[src/rtl/hazard_fwd_unit.sv]
// hazard_fwd_unit: stall and forwarding control for the 5-stage F/D/E/M/W pipeline.
// Tags and Tuse/Tnew for the D instruction are carried down an internal E/M/W tag
// pipeline, so the datapath only has to present the instruction currently in D.
// Build macro HAZARD_PERF_EN adds saturating stall_cnt / md_stall_cnt outputs.
module hazard_fwd_unit #(
  parameter int unsigned AW          = 5,
  parameter int unsigned TW          = 2,
  parameter int unsigned MULT_CYCLES = 5,
  parameter int unsigned DIV_CYCLES  = 10
) (
  input  logic          clk,
  input  logic          reset,
  input  logic          d_valid,
  input  logic [AW-1:0] rs_d,
  input  logic [AW-1:0] rt_d,
  input  logic [TW-1:0] tuse_rs_d,
  input  logic [TW-1:0] tuse_rt_d,
  input  logic [AW-1:0] a3_d,
  input  logic [TW-1:0] tnew_d,
  input  logic          md_start_d,
  input  logic          md_div_d,
  input  logic          md_use_d,
  output logic          stall,
  output logic [1:0]    rsd_sel,
  output logic [1:0]    rtd_sel,
  output logic [1:0]    rse_sel,
  output logic [1:0]    rte_sel,
  output logic [1:0]    rtm_sel,
  output logic          md_busy
`ifdef HAZARD_PERF_EN
  ,
  output logic [31:0]   stall_cnt,
  output logic [31:0]   md_stall_cnt
`endif
);

  localparam int unsigned MaxCycles = (MULT_CYCLES > DIV_CYCLES) ? MULT_CYCLES : DIV_CYCLES;
  localparam int unsigned CW        = $clog2(MaxCycles + 1);
  localparam logic [TW-1:0] TuseNone = '1;

  // Tnew countdown: saturates at zero.
  function automatic logic [TW-1:0] dec_sat(input logic [TW-1:0] v);
    return (v == '0) ? v : v - TW'(1);
  endfunction

  // Tuse countdown: all-ones means "not used" and is sticky.
  function automatic logic [TW-1:0] dec_tuse(input logic [TW-1:0] v);
    return (v == TuseNone) ? v : dec_sat(v);
  endfunction

  // Nearest matching producer wins; a match that is not ready yet selects the
  // register file rather than an older (stale) stage.
  function automatic logic [1:0] fwd_sel(
    input logic [AW-1:0] src,
    input logic          chk_e,
    input logic [AW-1:0] a3e,
    input logic [TW-1:0] tne,
    input logic          chk_m,
    input logic [AW-1:0] a3m,
    input logic [TW-1:0] tnm,
    input logic [AW-1:0] a3w,
    input logic [TW-1:0] tnw
  );
    logic [1:0] sel;
    sel = 2'd0;
    if (chk_e && (a3e != '0) && (a3e == src)) begin
      sel = (tne == '0) ? 2'd3 : 2'd0;
    end else if (chk_m && (a3m != '0) && (a3m == src)) begin
      sel = (tnm == '0) ? 2'd2 : 2'd0;
    end else if ((a3w != '0) && (a3w == src)) begin
      sel = (tnw == '0) ? 2'd1 : 2'd0;
    end
    return sel;
  endfunction

  // Stage registers
  logic [AW-1:0] r_a3_e, r_rs_e, r_rt_e, r_a3_m, r_rs_m, r_rt_m, r_a3_w;
  logic [TW-1:0] r_tnew_e, r_tuse_rs_e, r_tuse_rt_e;
  logic [TW-1:0] r_tnew_m, r_tuse_rs_m, r_tuse_rt_m, r_tnew_w;
  logic [CW-1:0] r_md_cnt;

  // Next-state wires
  logic [AW-1:0] w_a3_e, w_rs_e, w_rt_e, w_a3_m, w_rs_m, w_rt_m, w_a3_w;
  logic [TW-1:0] w_tnew_e, w_tuse_rs_e, w_tuse_rt_e;
  logic [TW-1:0] w_tnew_m, w_tuse_rs_m, w_tuse_rt_m, w_tnew_w;
  logic [CW-1:0] w_md_cnt;

  logic w_rs_hazard, w_rt_hazard, w_lu_stall, w_md_stall, w_advance;

  // Tuse/rs in M are carried for completeness but nothing downstream reads them.
  logic w_unused_m;
  assign w_unused_m = ^{r_rs_m, r_tuse_rs_m, r_tuse_rt_m};

  // Stall terms: load-use against E/M producers, and HI/LO access while busy.
  always_comb begin
    w_rs_hazard = (rs_d != '0) && (tuse_rs_d != TuseNone) &&
                  (((rs_d == r_a3_e) && (r_tnew_e > tuse_rs_d)) ||
                   ((rs_d == r_a3_m) && (r_tnew_m > tuse_rs_d)));
    w_rt_hazard = (rt_d != '0) && (tuse_rt_d != TuseNone) &&
                  (((rt_d == r_a3_e) && (r_tnew_e > tuse_rt_d)) ||
                   ((rt_d == r_a3_m) && (r_tnew_m > tuse_rt_d)));
    w_lu_stall  = w_rs_hazard || w_rt_hazard;
    w_md_stall  = d_valid && md_use_d && md_busy;
    stall       = w_lu_stall || w_md_stall;
    w_advance   = d_valid && !stall;
  end

  // Forward selects for the D, E and M consumers.
  always_comb begin
    rsd_sel = fwd_sel(rs_d, 1'b1, r_a3_e, r_tnew_e, 1'b1, r_a3_m, r_tnew_m, r_a3_w, r_tnew_w);
    rtd_sel = fwd_sel(rt_d, 1'b1, r_a3_e, r_tnew_e, 1'b1, r_a3_m, r_tnew_m, r_a3_w, r_tnew_w);
    rse_sel = fwd_sel(r_rs_e, 1'b0, r_a3_e, r_tnew_e, 1'b1, r_a3_m, r_tnew_m, r_a3_w, r_tnew_w);
    rte_sel = fwd_sel(r_rt_e, 1'b0, r_a3_e, r_tnew_e, 1'b1, r_a3_m, r_tnew_m, r_a3_w, r_tnew_w);
    rtm_sel = fwd_sel(r_rt_m, 1'b0, r_a3_e, r_tnew_e, 1'b0, r_a3_m, r_tnew_m, r_a3_w, r_tnew_w);
    md_busy = (r_md_cnt != '0);
  end

  // Tag pipeline advance: E takes D (or a bubble), M and W always shift.
  always_comb begin
    w_a3_e      = '0;
    w_tnew_e    = '0;
    w_rs_e      = '0;
    w_rt_e      = '0;
    w_tuse_rs_e = TuseNone;
    w_tuse_rt_e = TuseNone;
    if (w_advance) begin
      w_a3_e      = a3_d;
      w_tnew_e    = tnew_d;
      w_rs_e      = rs_d;
      w_rt_e      = rt_d;
      w_tuse_rs_e = tuse_rs_d;
      w_tuse_rt_e = tuse_rt_d;
    end
    w_a3_m      = r_a3_e;
    w_tnew_m    = dec_sat(r_tnew_e);
    w_rs_m      = r_rs_e;
    w_rt_m      = r_rt_e;
    w_tuse_rs_m = dec_tuse(r_tuse_rs_e);
    w_tuse_rt_m = dec_tuse(r_tuse_rt_e);
    w_a3_w      = r_a3_m;
    w_tnew_w    = dec_sat(r_tnew_m);
  end

  // HI/LO busy counter: loaded when a mult/div leaves D, then counts down.
  always_comb begin
    w_md_cnt = r_md_cnt;
    if (w_advance && md_start_d) begin
      w_md_cnt = md_div_d ? CW'(DIV_CYCLES) : CW'(MULT_CYCLES);
    end else if (r_md_cnt != '0) begin
      w_md_cnt = r_md_cnt - CW'(1);
    end
  end

  // State registers; reset leaves a bubble in every stage and an idle counter.
  always_ff @(posedge clk or negedge reset) begin
    if (!reset) begin
      r_a3_e      <= '0;
      r_tnew_e    <= '0;
      r_rs_e      <= '0;
      r_rt_e      <= '0;
      r_tuse_rs_e <= TuseNone;
      r_tuse_rt_e <= TuseNone;
      r_a3_m      <= '0;
      r_tnew_m    <= '0;
      r_rs_m      <= '0;
      r_rt_m      <= '0;
      r_tuse_rs_m <= TuseNone;
      r_tuse_rt_m <= TuseNone;
      r_a3_w      <= '0;
      r_tnew_w    <= '0;
      r_md_cnt    <= '0;
    end else begin
      r_a3_e      <= w_a3_e;
      r_tnew_e    <= w_tnew_e;
      r_rs_e      <= w_rs_e;
      r_rt_e      <= w_rt_e;
      r_tuse_rs_e <= w_tuse_rs_e;
      r_tuse_rt_e <= w_tuse_rt_e;
      r_a3_m      <= w_a3_m;
      r_tnew_m    <= w_tnew_m;
      r_rs_m      <= w_rs_m;
      r_rt_m      <= w_rt_m;
      r_tuse_rs_m <= w_tuse_rs_m;
      r_tuse_rt_m <= w_tuse_rt_m;
      r_a3_w      <= w_a3_w;
      r_tnew_w    <= w_tnew_w;
      r_md_cnt    <= w_md_cnt;
    end
  end

`ifdef HAZARD_PERF_EN
  logic [31:0] r_stall_cnt, r_md_stall_cnt;

  // Saturating performance counters; md_stall_cnt only counts pure HI/LO stalls.
  always_ff @(posedge clk or negedge reset) begin
    if (!reset) begin
      r_stall_cnt    <= '0;
      r_md_stall_cnt <= '0;
    end else begin
      if (stall && (r_stall_cnt != '1)) begin
        r_stall_cnt <= r_stall_cnt + 32'd1;
      end
      if (w_md_stall && !w_lu_stall && (r_md_stall_cnt != '1)) begin
        r_md_stall_cnt <= r_md_stall_cnt + 32'd1;
      end
    end
  end

  assign stall_cnt    = r_stall_cnt;
  assign md_stall_cnt = r_md_stall_cnt;
`endif

endmodule
[config.mk]
export PLATFORM = sky130hd
export DESIGN_NAME = hazard_fwd_unit
export DESIGN_NICKNAME = d
export VERILOG_FILES = /design/src/rtl/hazard_fwd_unit.sv
export SDC_FILE = /design/constraint.sdc
export NUM_CORES = 1
export LEC_CHECK = 0
export BUFFER_PORTS_ARGS = -buffer_cell sky130_fd_sc_hd__buf_4
export CAP_MARGIN = 5
export CORE_ASPECT_RATIO = 0.9
export CORE_UTILIZATION = 56
export CTS_CLUSTER_DIAMETER = 200
export CTS_CLUSTER_SIZE = 24
export DETAILED_ROUTE_END_ITERATION = 10
export MAX_ROUTING_LAYER = met4
export PLACE_DENSITY = 0.79
export SLEW_MARGIN = 15
export SYNTH_ARGS = -nofsm -noshare
export SYNTH_HDL_FRONTEND = slang
export SYNTH_SLANG_ARGS = --single-unit
[constraint.sdc]
create_clock -name clk -period 2.6 [get_ports clk]
set_input_delay 0.39 -clock clk [delete_from_list [all_inputs] [get_ports clk]]
set_output_delay 0.39 -clock clk [all_outputs]
set_load 0.01 [all_outputs]
* Word level (Yosys, flattened, before mapping)
Index checks and enable logic that the tools add are counted.
** Operators by class
- $add $sub $neg :: 3
- $lt $le $gt $ge :: 4
- Equality and inequality tests :: 17
- Multiplexer cells :: 23
- Reductions and logical operators :: 38
** Operator list (number)
- $eq A5 B5 Y1 :: 15
- $reduce_bool A5 Y1 :: 5
- $logic_and A1 B1 Y1 :: 23
- $mux W2 :: 11
- $mux W5 :: 3
- $mux W4 :: 3
- $gt A2 B2 Y1 :: 4
- $logic_not A2 Y1 :: 3
- $mux W1 :: 6
- $logic_or A1 B1 Y1 :: 4
- $ne A2 B2 Y1 const B :: 2
- $reduce_bool A4 Y1 :: 1
- $sub A2 B1 Y2 const B :: 2
- $sub A4 B1 Y4 const B :: 1
- $reduce_bool A2 Y1 :: 1
- $logic_not A1 Y1 :: 1
** Word-level totals
- Register bits after elaboration :: 40
- Input bits :: 27
- Output and inout bits :: 12
- Word-level logic and storage cells :: 95

* Depth between registers and ports, before layout
Gate-level depths: netlist (run 1).
- Word-level depth :: 10
- Gate-level depth with buffers :: 10
- Mapped depth without buffers :: 8

* Least setup slack after synthesis (run 1)
OpenSTA, ideal clock, no wires.
- Path type :: flip-flop to output port
- Start point :: register r_a3_m[1]
- End point :: output stall
- Data arrival time :: 1.797 ns
- Data required time :: 2.210 ns
- Slack :: 0.413 ns
- Stages on the path, launching flop included :: 10
- Buffers on the path :: 3
- Cell sequence :: dfrtp_1 -> buf_2 -> xor2_1 -> nor3_1 -> nand3_1 -> a2111o_1 -> and3_1 -> buf_6 -> buf_6 -> inv_1
** Between the ends
- Cells in the longest elaborated chain, start to end :: 6
- Elaborated cells between the ends (all ways) :: 10
- Those cells by class :: 2 x eq/ne; 8 x reduce/logical
** Ends and longest elaborated chain
- start, declared :: RTL line 77 : logic [AW-1:0] r_a3_e, r_rs_e, r_rt_e, r_a3_m, r_rs_m, r_rt_m, r_a3_w;
- start signal, assigned :: RTL line 179 : r_a3_m <= w_a3_m;
- $eq A5 B5 Y1 (on tied branches) :: RTL line 98, 101
- $logic_and A1 B1 Y1 (on tied branches) :: RTL line 98, 101
- $logic_or A1 B1 Y1 (on tied branches) :: RTL line 97, 100
- $logic_and A1 B1 Y1 (on tied branches) :: RTL line 96, 99
- $logic_or A1 B1 Y1 * :: RTL line 102 : w_lu_stall = w_rs_hazard || w_rt_hazard;
- $logic_or A1 B1 Y1 * :: RTL line 104 : stall = w_lu_stall || w_md_stall;
- end, declared :: RTL line 23 : output logic stall,
Mark *: on every way between the ends. The rest lies on a longest branch, timed or not.

* Worst setup path in the final report (run 1)
Same ends and word-level chain as after synthesis.

==> run_results.csv, run 1 <==
group,metric,value,unit
synthesis,syn_area,2330,um2
flow_run,maxCapViolCount,0,
clocking,cts.path.max_buffers,2,
pwr,peakVddDrop,0.000473,V
final_layout,layout-drive-gt1-share,22.2,%
synthesis,synth.area.mux_share,1.83,%
sta,tns,0,ns
pwr,combPwrFrac,29.8,%
sta,max_freq,0.401,GHz
drt,post-route-drc-count,0,
clocking,numCtsBuffers,5,
pwr,p_switching,534,uW
global_route,grt_pass1_wl,8510,um
synthesis,synth-seq-cells,40,
synthesis,synth_simple_gate_area_share,17.5,%
place,gp_congestion,0.967,
drt,antenna_left,0,
floorplan,dieArea,4420,um2
drt,drt_iter0_drc,108,
floorplan,fp.dieW,70.0,um
clocking,clkTransAtPathRegs,0.08,ns
synthesis,synth_compound_area_share,5.85,%
clocking,clk_latency,0.30,ns
drt,wl_per_cell,16.3,um
floorplan,fp-row-count,21,
place,hpwl,3940,um
final_layout,area_growth,18.6,%
setup_path,critPathMaxFanout,5,
global_route,grt.total_usage,25.9,%
setup_path,cp_common_cell,"buf_4",
synthesis,synthArstFlopShare,100,%
final_layout,layout_commonest_cell,"buf_4",
setup_path,slowest_delay,0.39,ns
global_route,grt_pass1_vias,1768,
setup_path,crit_chain,"buf_4, xor2_1, nor3_1, nand3_1, a2111o_1, and3_1, inv_1, buf_4",
setup_path,crit_slowest_cell,"a2111o_1",
clocking,clockRootBuffer,"clkbuf_8",
final_layout,final_cell_mix,"buf_4 (47), dfrtp_1 (39), xor2_1 (32), xnor2_1 (25), and3_1 (17)",
sta,finalHoldWorstSlack,0.0513,ns
pwr,leakagePower,0.00141,uW
synthesis,synth_top_family_by_area,"XOR/XNOR gates",
setup_path,arrival,2.10,ns
synthesis,ys_types,36,
sta,hold_viol_final,0,
final_layout,final_nets,306,
setup_path,endpoint_kind,"primary output",
final_layout,fill_cells,310,
synthesis,avgSynthCellArea,10.2,um2
final_layout,multi_input_area,1220,um2
setup_path,required,2.21,ns
pwr,share_seq_of_total_power,45.2,%
synthesis,synth-main-ff-cell,"dfrtp_1",
pwr,intPower,1170,uW
setup_path,start_kind,"register",
floorplan,die_h,63.2,um
global_route,antenna_found_initial,0,
synthesis,yosysSeqAreaShare,42.9,%
clocking,hold_buffers,0,
run_status,status,"completed",
sta,skew,0.00906,ns
sta,rsz0062_at_grt,"false",
synthesis,synthAdderAreaFrac,5.37,%
sta,period_minus_slack,2.49,ns
clocking,clock-sinks,40,
floorplan,core_area,3860,um2
setup_path,critical_path_class,"reg -> out",
min_path,hold_path_class,"in -> async",
final_layout,diodes,0,
sta,post-route-period-util,95.9,%
place,port_buffers,37,
global_route,grt-ovfl-total,0,
drt,drt_first_pass_iters,4,
synthesis,synth_cells,229,
drt,routed_wl,5140,um
sta,slew_violations,0,
setup_path,rr_worst_depth,8,
synthesis,synth_warnings,0,
floorplan,ios,39,
final_layout,final_area,2770,um2
pwr,swShare,31.3,%
synthesis,synth.net_count,266,
floorplan,initial_core_util,60.3,%
global_route,grt_max_degree,41,
place,post_dp_cell_area,2670,um2
setup_path,rrSetupSlack,0.45,ns
pwr,p_per_area,616,nW/um2
clocking,cts_tree,"done",
synthesis,synth_xor_area_share,21.4,%
drt,routed_via_density,5.60,
clocking,htreeDepth,2,
synthesis,synth_edf_count,0,
pwr,total_power,1700,uW
sta,setup_viol,0,
drt,via_count,1769,
pwr,p_clk_share,25.0,%
final_layout,ff_latch_area,1000,um2
-- through the flow --
| stage | std cells | setup WS (ns) | util, % |
|---|---|---|---|
| 2_1_floorplan | 229 | 0.413 | - |
| 3_3_place_gp | 308 | 0.317 | 69.1 |
| 3_5_place_dp | 308 | 0.286 | 69.1 |
| 4_1_cts | 316 | 0.0751 | 71.5 |
| 5_1_grt | 316 | 0.0163 | 71.6 |
| 6_report | 316 | 0.106 | 71.6 |
-- metal layers --
layer	vias to the layer above	wire, um	GRT usage, %
li1	864	-	-
met1	857	2300	30.8
met2	43	2580	43.5
met3	5	215	4.96
met4	0	53	10.0
met5	-	0	-
-- critical path: cells and delay by family, from the launching register on --
family	cells	cell delay (ns)
simple gates	3	0.54
buf+inv	3	0.34
compound gates	1	0.39
xor+xnor	1	0.16
flops	1	0.38
-- state kept, by name, summed over array words and instances (netlist names) --
register,cells
r_tnew_m,2
r_tnew_w,2
r_a3_w,5
r_tnew_e,2
r_rt_e,5
r_rt_m,5
r_a3_m,5
r_rs_e,5
r_a3_e,5
r_md_cnt,4
-- kinds of logic after synthesis --
| logic type | count (synthesis) |
|---|---|
| AND/OR/NAND/NOR | 71 |
| XOR/XNOR | 57 |
| flip-flops | 40 |
| buffers and inverters | 25 |
| AO/OA/AOI/OAI | 21 |
| adder cells (fa/ha/maj) | 10 |
| multiplexers | 4 |
| other | 1 |
-- power by group through the flow --
stage / sequential, uW / combinational (uW) / clock (uW)
floorplan: 753 / 356 / 0
global placement: 776 / 494 / 0
detailed placement: 780 / 507 / 0
CTS: 769 / 509 / 432
global route: 780 / 564 / 458
finish: 770 / 509 / 426
-- layout make-up --
cell class / count / area share [%]
Clock buffer: 7 / 3.12
Tap cell: 46 / 2.08
Multi-Input combinational cell: 164 / 44.0
Timing Repair Buffer: 47 / 12.8
Sequential cell: 40 / 36.2
Clock inverter: 1 / 0.271
Inverter: 11 / 1.49
-- cell usage after synthesis (3+ instances only) --
cell type,count,area [um2]
nand2_1,7,26.3
or4_1,7,52.6
nand3_1,7,35.0
xnor2_1,25,219
inv_1,11,41.3
ha_1,10,125
nor2_1,6,22.5
xor2_1,32,280
clkbuf_1,7,26.3
o21ai_0,6,30.0
a21oi_1,5,25.0
dfrtp_1,40,1000
a211oi_1,3,22.5
nor3_1,6,30.0
nor4_1,9,56.3
and2_1,3,18.8
and3_1,17,106
-- path summary, 6_finish.rpt --
| path | endpoint | start |
|---|---|---|
| min | r_rt_m[2] | reset |
| max reg2reg | r_rs_e[1] | r_a3_m[1] |
| max in group asynchronous | r_a3_w[0] | reset |
| min reg2reg | r_rt_m[0] | r_rt_e[0] |
| max | stall | r_a3_m[1] |
| min in group clk | r_md_cnt[0] | md_div_d |
-- what timing repair did --
| item | in CTS | in global routing |
|---|---|---|
| gates resized for setup | 0 | 2 |
| buffers inserted | 0 | 0 |
| setup endpoints to repair | 0 | 2 |
Note: power is estimated with default switching activity, not from simulation.
==> run 2, diff against run 1 <==
--- a/config.mk
+++ b/config.mk
@@ -14,6 +14,7 @@
 export DETAILED_ROUTE_END_ITERATION = 10
 export MAX_ROUTING_LAYER = met4
 export PLACE_DENSITY = 0.79
+export RECOVER_POWER = 25
 export SLEW_MARGIN = 15
 export SYNTH_ARGS = -nofsm -noshare
 export SYNTH_HDL_FRONTEND = slang
==> run 2 against run 1 <==
The run now ends with capacitance limit, slew limit left; wire length barely moved; critical endpoint unchanged; setup slack did not move; clock-buffer cell count did not move; via count did not move; core utilization fell by 0.097 points; combinational power barely moved; largest cell class unchanged.
==> run_results.csv, run 2 (synthesized netlist as in run 1, its figures left out) <==
group,metric,value,unit
run_status,status,"complete, but fails checks",
run_status,failed_checks,"capacitance limit, slew limit",
final_layout,ff_latch_area,1000,um2
setup_path,start_kind,"register",
setup_path,arrival,2.10,ns
clocking,cts.path.max_buffers,2,
place,port_buffers,37,
global_route,grt_pass1_vias,1768,
setup_path,critical_path_class,"reg -> out",
setup_path,crit_family,"simple AND/OR/NAND/NOR gates",
setup_path,endpoint_kind,"primary output",
clocking,numCtsBuffers,5,
setup_path,critPathMaxFanout,5,
drt,drt_iter0_drc,108,
setup_path,r2r-start,"r_a3_m[1]",
sta,period_minus_slack,2.49,ns
setup_path,slowest_delay,0.39,ns
sta,slew_headroom,-36.7,%
clocking,clk_latency,0.30,ns
floorplan,dieArea,4420,um2
sta,skew,0.00906,ns
setup_path,crit_slowest_cell,"a2111o_1",
min_path,hold_path_class,"in -> reg",
drt,via_count,1769,
clocking,cts_tree,"done",
global_route,grt_pass1_wl,8510,um
setup_path,required,2.21,ns
sta,hold_viol_final,0,
pwr,share_seq_of_total_power,45.2,%
final_layout,multi_input_area,1220,um2
place,gp_congestion,0.967,
final_layout,layout.cells.non_filler,316,
drt,routed_wl,5140,um
sta,slew_violations,41,
clocking,hold_buffers,0,
final_layout,diodes,0,
setup_path,cp_common_cell,"buf_4",
drt,drt_first_pass_iters,4,
pwr,leakagePower,0.00140,uW
global_route,grt-ovfl-total,0,
clocking,cts-resized-gates,0,
setup_path,rrSetupSlack,0.45,ns
drt,antenna_left,0,
floorplan,fp.dieW,70.0,um
min_path,min_to,"r_md_cnt[0]",
pwr,swShare,31.3,%
global_route,grt.total_usage,25.9,%
setup_path,r2r-end,"r_rs_e[1]",
pwr,intPower,1170,uW
sta,rsz0062_at_grt,"false",
flow_run,maxCapViolCount,1,
global_route,grt_max_degree,41,
setup_path,critPathBufInv,3,
final_layout,layout-drive-gt1-share,21.9,%
drt,wl_per_cell,16.3,um
sta,post-route-period-util,95.9,%
floorplan,core_area,3860,um2
global_route,antenna_found_initial,0,
final_layout,area_growth,18.5,%
drt,post-route-drc-count,0,
min_path,hold_start,"md_div_d",
drt,routed_via_density,5.60,
pwr,combPwrFrac,29.8,%
clocking,clockRootBuffer,"clkbuf_8",
sta,worstMarginPinSlew,2.05,ns
pwr,p_switching,534,uW
pwr,p_per_area,617,nW/um2
setup_path,rr_worst_depth,8,
floorplan,initial_core_util,60.3,%
clocking,post_cts_buffers,0,
final_layout,final_cell_mix,"buf_4 (46), dfrtp_1 (39), xor2_1 (32), xnor2_1 (25), and3_1 (17)",
final_layout,layout_commonest_cell,"buf_4",
sta,setup_viol,0,
floorplan,ios,39,
setup_path,crit_chain,"buf_4, xor2_1, nor3_1, nand3_1, a2111o_1, and3_1, inv_1, buf_4",
final_layout,fill_cells,312,
floorplan,die_h,63.2,um
clocking,clkTransAtPathRegs,0.07,ns
min_path,hold_path_depth,2,
place,dpl.cell_count,308,
sta,tns,0,ns
sta,max_freq,0.401,GHz
clocking,htreeDepth,2,
final_layout,utilization,71.5,%
place,hpwl,3940,um
pwr,peakVddDrop,0.000473,V
pwr,p_clk_share,25.0,%
final_layout,final_nets,306,
sta,finalHoldWorstSlack,0.294,ns
floorplan,fp-row-count,21,
clocking,clock-sinks,40,
[run 2: cell count changes in the layout (fill, tap and decap cells not counted), sizes merged]
cell and delta:
clkbuf +1, buf -1
[run 2: worst max path at each step]
| stage | endpoint | cells after the start | from | slack [ns] |
|---|---|---|---|---|
| 6_report | stall | 8 | r_a3_m[1] | 0.11 |
| 5_1_grt | rsd_sel[0] | 7 | r_a3_w[1] | 0.02 |
| 3_5_place_dp | stall | 8 | rt_d[1] | 0.29 |
| 4_1_cts | stall | 8 | r_a3_m[1] | 0.08 |
| 3_3_place_gp | stall | 8 | rt_d[1] | 0.32 |
| 2_1_floorplan | stall | 9 | r_a3_m[1] | 0.41 |
[run 2: area by class of cell]
cell class | instances | share of cell area (%)
multi-input cells | 164 | 44.1
flip-flops and latches | 40 | 36.3
repair buffers | 47 | 12.6
clock buffers | 7 | 3.13
well taps | 46 | 2.08
inverters | 11 | 1.50
clock inverters | 1 | 0.272
[run 2: per-layer routing]
metal  vias up  GRT usage (%)  part of all wire, %
met5         -              -                    0
met4         0           10.0                  1.0
met3         5           4.96                  4.2
met2        43           43.5                   50
met1       857           30.8                   45
li1        864              -                    -
[run 2: worst register-to-register path: stages (launching register included)]
cell      delay [ns]
dfrtp_1         0.38
buf_4           0.17
xor2_1          0.16
nor3_1          0.20
nand3_1         0.16
a2111o_1        0.39
and3_1          0.18
buf_4           0.19
and3_2          0.22
[run 2: power groups by stage]
stage,sequential (uW),combinational [uW],clock (uW)
2_1_floorplan,753,356,0
3_5_place_dp,780,507,0
4_1_cts,769,509,432
3_3_place_gp,776,494,0
6_report,770,508,426
5_1_grt,780,563,458
[run 2: stage by stage]
step	instance area [um2]	worst slack (ns)	power (uW)
floorplan	2330	0.413	1110
global placement	2670	0.317	1270
detailed placement	2670	0.286	1290
CTS	2760	0.0751	1710
global route	2760	0.0163	1800
finish	2760	0.106	1700
